<file path="config.mk">
export PLATFORM = sky130hd
export DESIGN_NAME = elevator_ctrl_n
export DESIGN_NICKNAME = d
export VERILOG_FILES = /design/src/rtl/elevator_pkg.sv /design/src/rtl/elevator_ctrl_n_req_latch_bank.sv /design/src/rtl/elevator_ctrl_n.sv
export SDC_FILE = /design/constraint.sdc
export NUM_CORES = 1
export LEC_CHECK = 0
export CAP_MARGIN = 20
export CORE_ASPECT_RATIO = 1.75
export CORE_UTILIZATION = 48
export CTS_CLUSTER_SIZE = 12
export DETAILED_ROUTE_END_ITERATION = 12
export PLACE_DENSITY = 0.76
export SYNTH_ARGS = -nofsm -noshare
export SYNTH_HDL_FRONTEND = slang
export SYNTH_SLANG_ARGS = --single-unit
export TNS_END_PERCENT = 1
</file>
<file path="constraint.sdc">
create_clock -name clk -period 2.8 [get_ports clk]
set_input_delay 0.42 -clock clk [delete_from_list [all_inputs] [get_ports clk]]
set_output_delay 0.42 -clock clk [all_outputs]
set_load 0.02 [all_outputs]
</file>
<file path="src/rtl/elevator_pkg.sv">
// Shared types and floor-scan helpers for the N-floor elevator controller.
// Pure declarations: no latency, no backpressure.
package elevator_pkg;

   localparam int MAX_FLOORS = 32;

   typedef enum logic [1:0] {IDLE, MOVE_UP, MOVE_DN, DOOR_OPEN} state_t;
   typedef enum logic {DIR_UP, DIR_DN} dir_t;

   function automatic logic any_above(input logic [MAX_FLOORS-1:0] vec, input int f);
      any_above = 1'b0;
      for (int i = 0; i < MAX_FLOORS; i++)
         if (i > f && vec[i]) any_above = 1'b1;
   endfunction

   function automatic logic any_below(input logic [MAX_FLOORS-1:0] vec, input int f);
      any_below = 1'b0;
      for (int i = 0; i < MAX_FLOORS; i++)
         if (i < f && vec[i]) any_below = 1'b1;
   endfunction

endpackage

</file>
<file path="src/rtl/elevator_ctrl_n_req_latch_bank.sv">
// Hall/cabin request latches with serve-floor clear and door-open suppression.
// Latency: press visible on pending one edge later; backpressure: none, presses never dropped except at the open floor.
module req_latch_bank
   import elevator_pkg::*;
#(
   parameter int N_FLOORS = 4,
   parameter int FLOOR_W  = 2
) (
   input  logic                clk,
   input  logic                reset,
   input  logic [N_FLOORS-1:0] hall_up,
   input  logic [N_FLOORS-1:0] hall_dn,
   input  logic [N_FLOORS-1:0] car_call,
   input  logic                clr_vld,
   input  logic [FLOOR_W-1:0]  clr_floor,
   input  logic                clr_up,
   input  logic                clr_dn,
   input  logic                sup_vld,
   input  logic [FLOOR_W-1:0]  sup_floor,
   output logic [N_FLOORS-1:0] up_q,
   output logic [N_FLOORS-1:0] dn_q,
   output logic [N_FLOORS-1:0] car_q,
   output logic [N_FLOORS-1:0] pending,
   output logic                sup_hit
);

   logic [N_FLOORS-1:0] valid_up, valid_dn, sel_clr, sel_sup;
   logic [N_FLOORS-1:0] up_in, dn_in;

   // No up-call exists at the top floor and no down-call at the bottom.
   always_comb begin
      valid_up = '1;
      valid_dn = '1;
      valid_up[N_FLOORS-1] = 1'b0;
      valid_dn[0] = 1'b0;
      sel_clr = '0;
      sel_sup = '0;
      if (clr_vld) sel_clr[clr_floor] = 1'b1;
      if (sup_vld) sel_sup[sup_floor] = 1'b1;
   end

   assign up_in   = hall_up & valid_up;
   assign dn_in   = hall_dn & valid_dn;
   assign sup_hit = |((up_in | dn_in | car_call) & sel_sup);

   always_ff @(posedge clk) begin
      if (reset) begin
         up_q  <= '0;
         dn_q  <= '0;
         car_q <= '0;
      end else begin
         car_q <= (car_q | (car_call & ~sel_sup)) & ~sel_clr;
         up_q  <= (up_q | (up_in & ~sel_sup)) & ~(sel_clr & {N_FLOORS{clr_up}});
         dn_q  <= (dn_q | (dn_in & ~sel_sup)) & ~(sel_clr & {N_FLOORS{clr_dn}});
      end
   end

   assign pending = up_q | dn_q | car_q;

endmodule

</file>
<file path="src/rtl/elevator_ctrl_n.sv">
// SCAN elevator controller: motor/door FSM, door timer, floor tracking, sticky multi-sensor fault.
// Latency: button to motor 2 edges, arrival to door 1 edge; backpressure: none.
module elevator_ctrl_n #(
   parameter int  N_FLOORS    = 4,
   parameter int  DOOR_CYCLES = 8,
   localparam int FLOOR_W     = $clog2(N_FLOORS),
   localparam int TIMER_W     = $clog2(DOOR_CYCLES + 1)
) (
   input  logic                clk,
   input  logic                reset,
   input  logic [N_FLOORS-1:0] sensor,
   input  logic [N_FLOORS-1:0] hall_up,
   input  logic [N_FLOORS-1:0] hall_dn,
   input  logic [N_FLOORS-1:0] car_call,
   output logic                up,
   output logic                down,
   output logic                stop,
   output logic                open_door,
   output logic [FLOOR_W-1:0]  monitor,
   output logic [N_FLOORS-1:0] pending,
   output logic                fault
);
   import elevator_pkg::*;

   state_t               state_q, state_d;
   dir_t                 dir_q, dir_d;
   logic [FLOOR_W-1:0]   monitor_q, monitor_d, sensor_floor, tgt;
   logic [TIMER_W-1:0]   timer_q, timer_d;
   logic                 fault_q, fault_d;
   logic [N_FLOORS-1:0]  up_q, dn_q, car_q;
   logic                 sensor_multi, sensor_hot, arrive;
   logic                 above_t, below_t, car_t, up_t, dn_t, any_t, serve_up, serve_dn;
   logic                 is_top, is_bottom;
   logic                 clr_vld, clr_up, clr_dn, sup_hit;

   req_latch_bank #(.N_FLOORS(N_FLOORS), .FLOOR_W(FLOOR_W)) u_latch (
      .clk       (clk),
      .reset     (reset),
      .hall_up   (hall_up),
      .hall_dn   (hall_dn),
      .car_call  (car_call),
      .clr_vld   (clr_vld),
      .clr_floor (tgt),
      .clr_up    (clr_up),
      .clr_dn    (clr_dn),
      .sup_vld   (state_q == DOOR_OPEN),
      .sup_floor (monitor_q),
      .up_q      (up_q),
      .dn_q      (dn_q),
      .car_q     (car_q),
      .pending   (pending),
      .sup_hit   (sup_hit)
   );

   always_comb begin
      sensor_floor = '0;
      for (int i = 0; i < N_FLOORS; i++)
         if (sensor[i]) sensor_floor = FLOOR_W'(i);
   end

   assign sensor_multi = (sensor & (sensor - N_FLOORS'(1))) != '0;
   assign sensor_hot   = (sensor != '0) && !sensor_multi;
   assign arrive       = sensor_hot && (sensor_floor != monitor_q);

   // While moving, decisions concern the floor just reached; otherwise the floor we sit at.
   assign tgt       = (state_q == MOVE_UP || state_q == MOVE_DN) ? sensor_floor : monitor_q;
   assign above_t   = any_above(MAX_FLOORS'(pending), int'(tgt));
   assign below_t   = any_below(MAX_FLOORS'(pending), int'(tgt));
   assign car_t     = car_q[tgt];
   assign up_t      = up_q[tgt];
   assign dn_t      = dn_q[tgt];
   assign any_t     = car_t | up_t | dn_t;
   assign serve_up  = car_t | up_t | (dn_t & ~above_t);
   assign serve_dn  = car_t | dn_t | (up_t & ~below_t);
   assign is_top    = tgt == FLOOR_W'(N_FLOORS - 1);
   assign is_bottom = tgt == '0;

   always_comb begin
      state_d   = state_q;
      dir_d     = dir_q;
      monitor_d = monitor_q;
      timer_d   = timer_q;
      fault_d   = fault_q | sensor_multi;
      clr_vld   = 1'b0;
      clr_up    = 1'b0;
      clr_dn    = 1'b0;
      if (fault_d) begin
         state_d = IDLE;
         timer_d = '0;
      end else begin
         unique case (state_q)
            IDLE: begin
               if ((dir_q == DIR_UP) ? serve_up : serve_dn) begin
                  state_d = DOOR_OPEN;
               end else if (above_t && (!below_t || dir_q == DIR_UP)) begin
                  state_d = MOVE_UP;
                  dir_d   = DIR_UP;
               end else if (below_t) begin
                  state_d = MOVE_DN;
                  dir_d   = DIR_DN;
               end
            end
            MOVE_UP: begin
               if (arrive) begin
                  monitor_d = sensor_floor;
                  if (is_top) state_d = any_t ? DOOR_OPEN : IDLE;
                  else if (serve_up) state_d = DOOR_OPEN;
               end
            end
            MOVE_DN: begin
               if (arrive) begin
                  monitor_d = sensor_floor;
                  if (is_bottom) state_d = any_t ? DOOR_OPEN : IDLE;
                  else if (serve_dn) state_d = DOOR_OPEN;
               end
            end
            DOOR_OPEN: begin
               if (sup_hit) begin
                  timer_d = TIMER_W'(DOOR_CYCLES);
               end else if (timer_q == TIMER_W'(1)) begin
                  state_d = IDLE;
                  timer_d = '0;
               end else begin
                  timer_d = timer_q - TIMER_W'(1);
               end
            end
            default: state_d = IDLE;
         endcase
         // Entering the door state serves this floor: drop what the stop satisfied.
         if (state_d == DOOR_OPEN && state_q != DOOR_OPEN) begin
            timer_d = TIMER_W'(DOOR_CYCLES);
            clr_vld = 1'b1;
            clr_up  = (dir_d == DIR_UP) | ~below_t;
            clr_dn  = (dir_d == DIR_DN) | ~above_t;
         end
      end
   end

   always_ff @(posedge clk) begin
      if (reset) begin
         state_q   <= IDLE;
         dir_q     <= DIR_UP;
         monitor_q <= '0;
         timer_q   <= '0;
         fault_q   <= 1'b0;
      end else begin
         state_q   <= state_d;
         dir_q     <= dir_d;
         monitor_q <= monitor_d;
         timer_q   <= timer_d;
         fault_q   <= fault_d;
      end
   end

   assign up        = state_q == MOVE_UP;
   assign down      = state_q == MOVE_DN;
   assign stop      = state_q == IDLE || state_q == DOOR_OPEN;
   assign open_door = state_q == DOOR_OPEN;
   assign monitor   = monitor_q;
   assign fault     = fault_q;

endmodule
</file>
After elaboration in Yosys (flattened, before gate mapping)
Index checks and enable logic that the tools add are counted.
Cells by class
  reductions and logical operators: 27
  $lt $le $gt $ge: 10
  multiplexer cells: 52
  equal/unequal tests: 8
  $add $sub $neg: 2
  bitwise logic cells: 36
Operators by type and width (count)
  $and A4 B4 Y4: 9
  $mux W2: 16
  $mux W1: 24
  $mux W4: 6
  $or A4 B4 Y4: 6
  $not A4 Y4: 4
  $logic_and A1 B1 Y1: 12
  $eq A2 B2 Y1 const B: 4
  $or A1 B1 Y1: 8
  $pmux W2 S4: 1
  $reduce_bool A4 Y1: 2
  $sub A4 B1 Y4 const B: 2
  $bmux W1 S2: 3
  $lt A2 B3 Y1 const B: 2
  $not A1 Y1: 5
  $and A3 B4 Y4: 1
  $demux W1 S2: 2
  $eq A4 B1 Y1 const B: 1
  $ge A2 B1 Y1 const B: 2
  $gt A2 B2 Y1 const A: 2
  $logic_not A2 Y1: 2
  $lt A1 B2 Y1 const A: 2
  $or A3 B4 Y4: 1
  $reduce_or A2 Y1: 2
  other kinds (12): 16
Storage, ports and cells
  input bits: 18
  output and inout bits: 11
  register bits after elaboration: 22

Longest topological paths before layout
Gate-level depths: netlist of run 1.
  word-level depth: 25
  gate-level depth with buffers: 14

Hierarchy
Synthesis of run 1 repeated with hierarchy kept, for this count alone.
Second synthesis, totals
  cells, all modules: 203
  area, all modules: 1614.0 sq um
By module, submodules not included
  elevator_ctrl_n: times used 1, cells each 147, area an instance 1107.3 sq um
  req_latch_bank: times used 1, cells each 56, area an instance 506.7 sq um

Worst setup path before layout of run 1
Ideal clock, no wire load.
  path kind: reg-to-reg
  start: register state_q[0]
  end: register u_latch.dn_q[2]
  data arrival time: 2993 ps
  cell stages (with the launch flop): 14
  data required time: 2709 ps
  setup slack: -284 ps
  clock period less this slack: 3084 ps
  buffers on the path: 2
  cell sequence: dfxtp_1 > inv_1 > ha_1 > nor2b_2 > a21o_1 > buf_6 > o31ai_4 > o32ai_2 > a211o_1 > a2111oi_4 > nor4_2 > and3_4 > buf_6 > a311oi_1
On the way
  longest elaborated chain between the ends: 24
  elaborated cells between the ends (all ways): 87
Ends and longest elaborated chain
  start, declared: line elevator_ctrl_n.sv:25  | state_t state_q, state_d;
  start signal, assigned: line elevator_ctrl_n.sv:147  | state_q <= state_d;
  $eq A2 B1 Y1 / $eq A2 B2 Y1 (equally long branches): line elevator_ctrl_n.sv:66, elevator_ctrl_n.sv:91
  $logic_or A1 B1 Y1: line elevator_ctrl_n.sv:66  | assign tgt = (state_q == MOVE_UP || state_q == MOVE_DN) ? sensor_floor : monitor_q;
  $mux W2: line elevator_ctrl_n.sv:66
  $lt A1 B2 Y1 / $gt A1 B2 Y1 (equally long branches): line elevator_pkg.sv:19, elevator_pkg.sv:13
  $logic_and A1 B1 Y1 (on tied branches): line elevator_pkg.sv:19, elevator_pkg.sv:13
  $mux W1 (on tied branches) (3 in a row): line elevator_pkg.sv:19, elevator_pkg.sv:13
  $not A1 Y1 (on tied branches): line elevator_ctrl_n.sv:74, elevator_ctrl_n.sv:73, elevator_ctrl_n.sv:134
  $and A1 B1 Y1 (on tied branches): line elevator_ctrl_n.sv:74, elevator_ctrl_n.sv:73
  [... 6 more ...]
  $eq A2 B2 Y1: line elevator_ctrl_n.sv:130  | if (state_d == DOOR_OPEN && state_q != DOOR_OPEN) begin
  $logic_and A1 B1 Y1: line elevator_ctrl_n.sv:130
  $mux W1: line elevator_ctrl_n.sv:130
  $mux W1: line elevator_ctrl_n.sv:87  | if (fault_d) begin
  $mux W4: line elevator_ctrl_n_req_latch_bank.sv:38  | if (clr_vld) sel_clr[clr_floor] = 1'b1;
  $and A4 B4 Y4: line elevator_ctrl_n_req_latch_bank.sv:54  | dn_q <= (dn_q | (dn_in & ~sel_sup)) & ~(sel_clr & {N_FLOORS{clr_dn}});
  $not A4 Y4: line elevator_ctrl_n_req_latch_bank.sv:54
  $and A4 B4 Y4 (*): line elevator_ctrl_n_req_latch_bank.sv:54
  end signal, assigned: line elevator_ctrl_n_req_latch_bank.sv:54
  end, declared: line elevator_ctrl_n_req_latch_bank.sv:21  | output logic [N_FLOORS-1:0] dn_q,
Mark *: on every way between the ends. The rest lies on a longest branch, timed or not. The select of a mux whose other input is x is not followed.
A chain may end at the register's enable or synchronous reset.

Worst setup path in the final report of run 1
  start: register state_q[1]
  end: register u_latch.dn_q[0]
The elaborated chain is that of the path after synthesis.

==> results.yml, run 1 <==
global_route:
  antenna_found_initial: 0
  grt_max_degree: 17
  grt_overflow: 0
  grt_pass1_vias: 1995
  track_usage: 0.319
  grt_pass1_wl_mm: 8.97
routing:
  drtAntennaViolNets: 0
  wl_mm: 6.00
  vias: 2136
  vias_per_cell: 6.30
  detail_route.wl_per_cell_um: 17.7
  drt_pre_antenna_iters: 5
  drtIter0Drc: 104
  drcViolationCount: 0
synthesis:
  syn_area_um2: 1760
  synth_warnings: 0
  synth_top_area_share: 0.250
  synth-edff-count: 0
  async_flop_share: 0
  avgSynthCellArea_um2: 8.01
  seq_area_frac_synth: 0.250
  synth_cell_types: 53
  synth_fp_nets: 245
  synthFlopType: "dfxtp_1"
  netlist_instances: 220
  synth_top_area_cell: "dfxtp_1"
  ys_ff_latch: 22
  yosys-top-cells-area: "dfxtp_1, a21oi_1, nor2_1"
critical_path:
  worstRegToRegCells: 12
  cp.buffers_inverters: 2
  startpoint_type: "register"
  crit_cells: 12
  crit_path_end_kind: "register"
  cp.required_ns: 2.99
  cp_max_fo: 6
  worstPathCellList: "inv_2 > ha_4 > nor2b_4 > a21o_4 > buf_4 > a211oi_4 > nor2_2 > a211o_1 > a2111oi_4 > nor4_4 > and3_4 > a311oi_2"
  cp_slowest_cell: "a2111oi_4"
  crit_type: "register to register"
  max_stage_delay_ns: 0.41
  cp.arrival_ns: 3.13
  critPathTopFamily: "compound AO/OA/AOI/OAI gates"
place:
  dpl-instance-area_um2: 2460
  port_buffers: 26
  dp_cells: 333
  gp_congestion: 0.983
  hpwlAfterDp_mm: 4.29
outcome:
  status: "complete, but fails checks"
  violations: "negative setup slack"
timing:
  whs_ns: 0.499
  skew_ns: 0.0101
  fin_crit_sh: 1.05
  finalSetupViolCount: 16
  rsz0062_at_grt: "true"
  period_minus_slack_ns: 2.94
  worst_slew_pin_slew_ns: 0.504
  fmax_ghz: 0.340
  fin_ws_ns: -0.138
  maxSlewHeadroom: 0.662
  hold_viol_final: 0
  maxSlewViolCount: 0
clock_network:
  clk_latency_ns: 0.28
  root_buffer: "clkbuf_8"
  cts_tree: "built"
  cts.clk_slew.worst_paths_ns: 0.09
  cts_num_sinks: 22
  numCtsBuffers: 3
  htreeDepth: 1
  clk_path_buf_depth: 2
layout:
  finalNetCount: 320
  antenna_cells: 0
  fillers: 241
  areaGrowthSynthToFinish_pct: 51.6
  final_core_util: 0.778
  post-route-cell-area_um2: 2670
  drive_gt1_frac: 0.357
  finalNonFillerCells: 339
floorplan:
  die_w_um: 47.8
  fp-row-count: 28
  start_util: 0.513
  dieArea_um2: 3930
  die_h_um: 82.2
  io_pins: 29
  core-area_um2: 3430
power_and_ir_drop:
  power.total_uw: 1240
  ir_drop_mv: 0.451
  power.density_nw_per_um2: 465
  p_leak_uw: 0.00103
min_path:
  hold_depth: 2
  hp-class: "register to register"
flow_run:
  cap_violations: 0
==> flip-flops by register name, indices dropped and copies added, names as in the netlist <==
name           count
state_q            2
timer_q            4
u_latch.car_q      4
monitor            2
dir_q              1
u_latch.up_q       4
fault              1
u_latch.dn_q       4
==> worst register-to-register path: cells and delay by family (launching register included) <==
kind | cells | cell delay, ns
compound gates | 5 | 1.51
fa+ha+maj | 1 | 0.26
buf+inv | 2 | 0.23
flops | 1 | 0.36
simple gates | 4 | 0.51
==> cell usage in the layout, fill, tap and decap left out, drive strengths merged, types with 7 or more instances in the layout <==
cell type / Yosys / final
dfxtp: 22 / 22
ha: 7 / 7
o21ai: 10 / 10
a21oi: 24 / 24
nor2: 26 / 26
nor3: 18 / 18
inv: 15 / 15
clkdlybuf4s50: 0 / 25
buf: 9 / 54
a311oi: 7 / 7
a211oi: 16 / 16
==> cells by family (layout without fill, tap and decap cells) <==
group	Yosys count	count (layout)	share of synthesized area
adder cells (fa/ha/maj)	8	8	0.0554
flip-flops	22	22	0.250
buffers and inverters	26	99	0.0681
AO/OA/AOI/OAI	90	90	0.400
AND/OR/NAND/NOR	72	73	0.216
XOR/XNOR	1	1	0.00497
multiplexers	1	1	0.00568
==> routing by layer <==
| layer | up-vias | share of wire | wire (um) | track usage |
|---|---|---|---|---|
| met5 | - | 0 | 0 | 0 |
| met2 | 112 | 0.51 | 3080 | 0.547 |
| met4 | 0 | 0.064 | 384 | 0.203 |
| li1 | 986 | - | - | - |
| met1 | 995 | 0.37 | 2190 | 0.346 |
| met3 | 43 | 0.058 | 351 | 0.0391 |
==> synthesized netlist by cell type, types with 2 or more instances <==
cell type	n
buf_6	2
a221oi_1	2
a21o_1	5
a31o_2	3
a311oi_1	7
or3_1	4
buf_2	6
o21ai_0	10
nand3b_1	2
o31ai_1	3
o32ai_2	2
a211oi_1	9
nor2_1	25
o22ai_1	2
a21oi_1	24
o21a_1	2
a211o_1	3
nor3_1	18
clkbuf_1	2
a31oi_1	3
nand2_1	5
inv_1	15
dfxtp_1	22
ha_1	7
nand2b_1	3
a211oi_2	7
==> cell type report <==
type,count,area (um^2),share of cell area
repair buffers,80,664,0.249
flip-flops and latches,22,448,0.168
clock buffers,4,66.3,0.0248
multi-input cells,173,1380,0.517
inverters,15,56.3,0.0211
well taps,45,56.3,0.0211
==> where the power goes <==
part,total [uW],switching (uW),internal (uW)
Sequential,349,17.8,331
Clock,276,120,156
Combinational,618,329,289
==> final timing paths <==
check	from	to	slack, ns
worst max-delay path	state_q[1]$_SDFF_PP0_	u_latch.dn_q[0]$_SDFF_PP0_	-0.14
worst min-delay path	u_latch.dn_q[0]$_SDFF_PP0_	u_latch.dn_q[0]$_SDFF_PP0_	0.50
worst max register to register	state_q[1]$_SDFF_PP0_	u_latch.dn_q[0]$_SDFF_PP0_	-0.14
worst min register to register	u_latch.dn_q[0]$_SDFF_PP0_	u_latch.dn_q[0]$_SDFF_PP0_	0.50
==> per-stage QoR <==
| stage | worst slack, ns | setup TNS, ns |
|---|---|---|
| global placement | -0.370 | -5.32 |
| global route | -0.264 | -3.78 |
| CTS | -0.137 | -1.48 |
| finish | -0.138 | -1.74 |
| detailed placement | -0.500 | -6.58 |
| floorplan | 0.00946 | 0 |
==> timing repair <==
item / CTS / global route
hold buffers: 0 / 0
cloned: 1 / 0
buffers inserted: 1 / 0
resized for setup: 14 / 11
pin swaps: 5 / 5
setup endpoints to repair: 16 / 16
Note: power is estimated with default switching activity, not from simulation.
==> run 2, diff against run 1 <==
--- a/config.mk
+++ b/config.mk
@@ -6,7 +6,7 @@
 export NUM_CORES = 1
 export LEC_CHECK = 0
 export CAP_MARGIN = 20
-export CORE_ASPECT_RATIO = 1.75
+export CORE_ASPECT_RATIO = 0.9
 export CORE_UTILIZATION = 48
 export CTS_CLUSTER_SIZE = 12
 export DETAILED_ROUTE_END_ITERATION = 12
==> run 2 against run 1 <==
The run still ends with negative setup slack left. Total power grew 4.3%. Die area down 0.23%. First-iteration DRC count is 0.96% higher. Global-route usage is 2.9 points lower. Core utilization grew 1.3 points. Setup slack got worse by 0.076 ns. Cell area up 2.2%. Fmax shrank 2.5%.
==> results.yml, run 2 (same netlist as run 1, synthesis figures left out) <==
routing:
  drtAntennaViolNets: 0
  vias: 2095
  drtIter0Drc: 105
  wl_mm: 5.75
  detail_route.wl_per_cell_um: 16.9
  drcViolationCount: 0
  drt_pre_antenna_iters: 5
  vias_per_cell: 6.16
global_route:
  grt_pass1_wl_mm: 8.65
  grt_overflow: 0
  antenna_found_initial: 0
  grt_pass1_vias: 1909
  track_usage: 0.290
  grt_max_degree: 15
critical_path:
  reg2reg_slack_ns: -0.21
  startpoint_type: "register"
  max_stage_delay_ns: 0.45
  critPathTopFamily: "compound AO/OA/AOI/OAI gates"
  cp.buffers_inverters: 3
  worstRegToRegCells: 13
  crit_path_end_kind: "register"
  crit_type: "register to register"
  critPathMostFrequentCell: "buf_4"
  cp_slowest_cell: "a2111oi_4"
  cp.arrival_ns: 3.20
  worstPathCellList: "inv_2 > ha_4 > nor2_1 > buf_4 > a21oi_4 > buf_4 > nor3_4 > o32ai_4 > a211o_1 > a2111oi_4 > nor4_4 > and3_4 > a311oi_2"
  cp_max_fo: 6
  timing.rr.start: "state_q[1]$_SDFF_PP0_"
  r2r-end: "u_latch.up_q[3]$_SDFF_PP0_"
  cp.required_ns: 2.99
  crit_cells: 13
layout:
  finalNonFillerCells: 340
  final_common_cell: "buf_4"
  finalNetCount: 322
  areaGrowthSynthToFinish_pct: 54.9
  most-common-layout-cells: "buf_4, clkdlybuf4s50_1, nor2_1"
  antenna_cells: 0
  drive_gt1_frac: 0.368
  final_core_util: 0.791
timing:
  fin_ws_ns: -0.213
  worst_slew_pin_slew_ns: 0.502
  period_minus_slack_ns: 3.01
  maxSlewHeadroom: 0.664
  fmax_ghz: 0.332
  skew_ns: 0.00555
  fin_crit_sh: 1.08
  rsz0062_at_grt: "true"
  whs_ns: 0.516
  hold_viol_final: 0
  maxSlewViolCount: 0
  finalSetupViolCount: 16
place:
  dpl_worst_slack_ns: -0.440
  hpwlAfterDp_mm: 4.10
  dp_cells: 334
  gp_congestion: 0.898
  port_buffers: 26
power_and_ir_drop:
  swShare: 0.360
  ir_drop_mv: 0.339
  pwr-share-seq: 0.272
  power_switching_uw: 466
  p_int_uw: 830
  clkPwrFrac: 0.234
  p_leak_uw: 0.00105
  power.density_nw_per_um2: 474
  combPwrFrac: 0.494
floorplan:
  die_h_um: 59.5
  core-area_um2: 3450
  io_pins: 29
  die_w_um: 65.9
  start_util: 0.511
  fp-row-count: 20
  dieArea_um2: 3920
min_path:
  min_from: "u_latch.dn_q[0]$_SDFF_PP0_"
  hold_end: "u_latch.dn_q[0]$_SDFF_PP0_"
  hp-class: "register to register"
  hold_depth: 2
clock_network:
  cts.clk_slew.worst_paths_ns: 0.09
  clk_latency_ns: 0.27
  numCtsBuffers: 3
  cts_num_sinks: 22
  root_buffer: "clkbuf_8"
  cts_tree: "built"
  clk_path_buf_depth: 2
  htreeDepth: 1
outcome:
  violations: "negative setup slack"
  status: "complete, but fails checks"
flow_run:
  cap_violations: 0
-- run 2: power by group through the flow --
| stage | sequential, uW | clock, uW | combinational [uW] |
|---|---|---|---|
| floorplan | 358 | 0 | 321 |
| global placement | 356 | 0 | 533 |
| detailed placement | 356 | 0 | 541 |
| CTS | 349 | 305 | 577 |
| global route | 354 | 317 | 677 |
| finish | 353 | 303 | 640 |
-- run 2: repair_timing --
item	in CTS	in global routing
buffers inserted	1	0
hold buffers	0	0
pin swaps	4	9
endpoints found under the setup margin	16	16
gates cloned	1	0
gates resized for setup	7	21
-- run 2: how the worst max path moves through the flow --
stage / endpoint / startpoint / slack [ns]
floorplan: u_latch.dn_q[1]$_SDFF_PP0_ / state_q[0]$_SDFF_PP0_ / 0.009
CTS: u_latch.car_q[1]$_SDFF_PP0_ / state_q[0]$_SDFF_PP0_ / -0.14
detailed placement: timer_q[3]$_SDFFE_PP0P_ / sensor[3] / -0.44
global route: u_latch.up_q[3]$_SDFF_PP0_ / state_q[1]$_SDFF_PP0_ / -0.33
finish: u_latch.up_q[3]$_SDFF_PP0_ / state_q[1]$_SDFF_PP0_ / -0.21
global placement: u_latch.dn_q[0]$_SDFF_PP0_ / sensor[2] / -0.40
-- run 2: metal layers --
metal | track usage | part of all wire
met5 | 0 | 0
met4 | 0.0932 | 0.029
met3 | 0.0308 | 0.051
met2 | 0.497 | 0.48
met1 | 0.379 | 0.44
-- run 2: cell type report --
| type | instances | area (um^2) |
|---|---|---|
| fill | 242 | 722 |
| clock buffer | 3 | 41.3 |
| clock inverter | 1 | 30.0 |
| inverter | 15 | 56.3 |
| tap | 44 | 55.1 |
| sequential | 22 | 448 |
| multi-input combinational | 173 | 1400 |
| timing repair buffer | 82 | 697 |
-- run 2: worst reg2reg max path, stage by stage (launching register included) --
cell and delay [ns]:
dfxtp_4 0.35, inv_2 0.04, ha_4 0.26, nor2_1 0.22, buf_4 0.20, a21oi_4 0.05, buf_4 0.16, nor3_4 0.14
o32ai_4 0.13, a211o_1 0.34, a2111oi_4 0.45, nor4_4 0.12, and3_4 0.24, a311oi_2 0.23
-- run 2: per-stage QoR --
| step | setup TNS, ns | area (um^2) | total power [uW] |
|---|---|---|---|
| floorplan | 0 | 1830 | 679 |
| global placement | -5.90 | 2490 | 889 |
| detailed placement | -6.34 | 2490 | 898 |
| CTS | -1.76 | 2610 | 1230 |
| global route | -4.31 | 2730 | 1350 |
| finish | -2.59 | 2730 | 1300 |
==> run 3, diff against run 2 <==
--- a/config.mk
+++ b/config.mk
@@ -6,10 +6,11 @@
 export NUM_CORES = 1
 export LEC_CHECK = 0
 export CAP_MARGIN = 20
-export CORE_ASPECT_RATIO = 0.9
+export CORE_ASPECT_RATIO = 1.4
 export CORE_UTILIZATION = 48
 export CTS_CLUSTER_SIZE = 12
 export DETAILED_ROUTE_END_ITERATION = 12
+export GPL_TIMING_DRIVEN = 1
 export PLACE_DENSITY = 0.76
 export SYNTH_ARGS = -nofsm -noshare
 export SYNTH_HDL_FRONTEND = slang
==> run 3 against run 2 <==
The run still ends with negative setup slack left. Sequential power about the same. Cell count down 2.1%. Setup slack better by 0.031 ns. Via count up 0.48%. Clock-buffer cell count up 1. Core utilization down 1.7 points. Sequential share of layout area up 0.42 points. Total power down 3.0%.
==> results.yml, run 3 (same netlist as run 1, synthesis figures left out) <==
outcome:
  status: "complete, but fails checks"
  violations: "negative setup slack"
routing:
  drt_pre_antenna_iters: 5
  vias: 2105
  drcViolationCount: 0
  drtIter0Drc: 102
  detail_route.wl_per_cell_um: 17.2
  drtAntennaViolNets: 0
  vias_per_cell: 6.32
  wl_mm: 5.71
timing:
  fin_ws_ns: -0.183
  worst_slew_pin_slew_ns: 0.508
  whs_ns: 0.508
  fin_crit_sh: 1.07
  skew_ns: 0.00521
  period_minus_slack_ns: 2.98
  fmax_ghz: 0.335
  maxSlewHeadroom: 0.660
  rsz0062_at_grt: "true"
  finalSetupViolCount: 16
  hold_viol_final: 0
  maxSlewViolCount: 0
floorplan:
  die_w_um: 53.2
  die_h_um: 73.7
  io_pins: 29
  core-area_um2: 3440
  fp-row-count: 25
  dieArea_um2: 3920
  start_util: 0.512
global_route:
  grt_pass1_vias: 1866
  grt_max_degree: 15
  grt_overflow: 0
  track_usage: 0.298
  antenna_found_initial: 0
  grt_pass1_wl_mm: 8.58
layout:
  final_common_cell: "buf_4"
  finalNetCount: 319
  most-common-layout-cells: "buf_4, clkdlybuf4s50_1, nor2_1, a21oi_1, dfxtp_1"
  finalNonFillerCells: 333
  areaGrowthSynthToFinish_pct: 51.1
  drive_gt1_frac: 0.345
  post-route-cell-area_um2: 2660
  antenna_cells: 0
clock_network:
  cts_hold_buf: 0
  root_buffer: "clkbuf_8"
  cts_tree: "built"
  clk_latency_ns: 0.27
  htreeDepth: 1
  numCtsBuffers: 3
  cts_num_sinks: 22
  cts.clk_slew.worst_paths_ns: 0.09
  clk_path_buf_depth: 2
place:
  dpl-instance-area_um2: 2440
  dp_cells: 324
  hpwlAfterDp_mm: 4.03
  port_buffers: 26
  gp_congestion: 0.912
critical_path:
  startpoint_type: "register"
  cp.required_ns: 2.98
  cp_max_fo: 6
  crit_path_end_kind: "register"
  cp.arrival_ns: 3.16
  crit_type: "register to register"
power_and_ir_drop:
  p_leak_uw: 0.00103
  power.total_uw: 1260
  power.density_nw_per_um2: 472
  ir_drop_mv: 0.414
flow_run:
  cap_violations: 0
min_path:
  hp-class: "register to register"
-- run 3: repair_timing --
item / in CTS / in global routing
gates resized for setup: 12 / 11
setup endpoints to repair: 16 / 16
pin swaps: 11 / 5
gates cloned: 1 / 0
buffers inserted: 3 / 1
-- run 3: area by class of cell --
type	instances	area [um^2]
multi-input cells	173	1370
inverters	15	56.3
well taps	40	50.0
flip-flops and latches	22	448
clock buffers	4	66.3
fillers	237	777
repair buffers	79	678
-- run 3: report_power, final --
group / total [uW] / internal, uW / switching (uW)
registers: 351 / 331 / 19.8
clock network: 278 / 156 / 122
logic: 629 / 303 / 325
-- run 3: path summary, 6_finish.rpt --
kind	cells past startpoint	to	from	slack (ns)
max	12	u_latch.up_q[3]$_SDFF_PP0_	state_q[1]$_SDFF_PP0_	-0.18
max reg2reg	12	u_latch.up_q[3]$_SDFF_PP0_	state_q[1]$_SDFF_PP0_	-0.18
min reg2reg	2	timer_q[3]$_SDFFE_PP0P_	timer_q[3]$_SDFFE_PP0P_	0.51
min	2	timer_q[3]$_SDFFE_PP0P_	timer_q[3]$_SDFFE_PP0P_	0.51
-- run 3: through the flow --
stage / utilization / setup slack [ns] / TNS (ns)
after floorplan: - / 0.00946 / 0
after global placement: 0.709 / -0.369 / -5.53
after detailed placement: 0.709 / -0.418 / -5.90
after CTS: 0.755 / -0.114 / -1.40
after global routing: 0.774 / -0.287 / -4.03
final: 0.774 / -0.183 / -2.30
-- run 3: routing by layer --
metal  wire, um  global-route usage  up-vias
met5          0                   0        -
met1       2260               0.361      990
met2       2870               0.518      103
met4        241               0.123        0
li1           -                   -      985
met3        340              0.0331       27
-- run 3: critical path, stage by stage, from the launching register on --
cell and delay [ns]:
dfxtp_4 0.36, inv_2 0.04, ha_4 0.26, nor2b_4 0.14, a21o_4 0.23, buf_4 0.16
a211oi_4 0.29, nor2_1 0.11, a211o_1 0.36, a2111oi_4 0.39, nor4_4 0.11, and3_4 0.20
a311oi_1 0.23
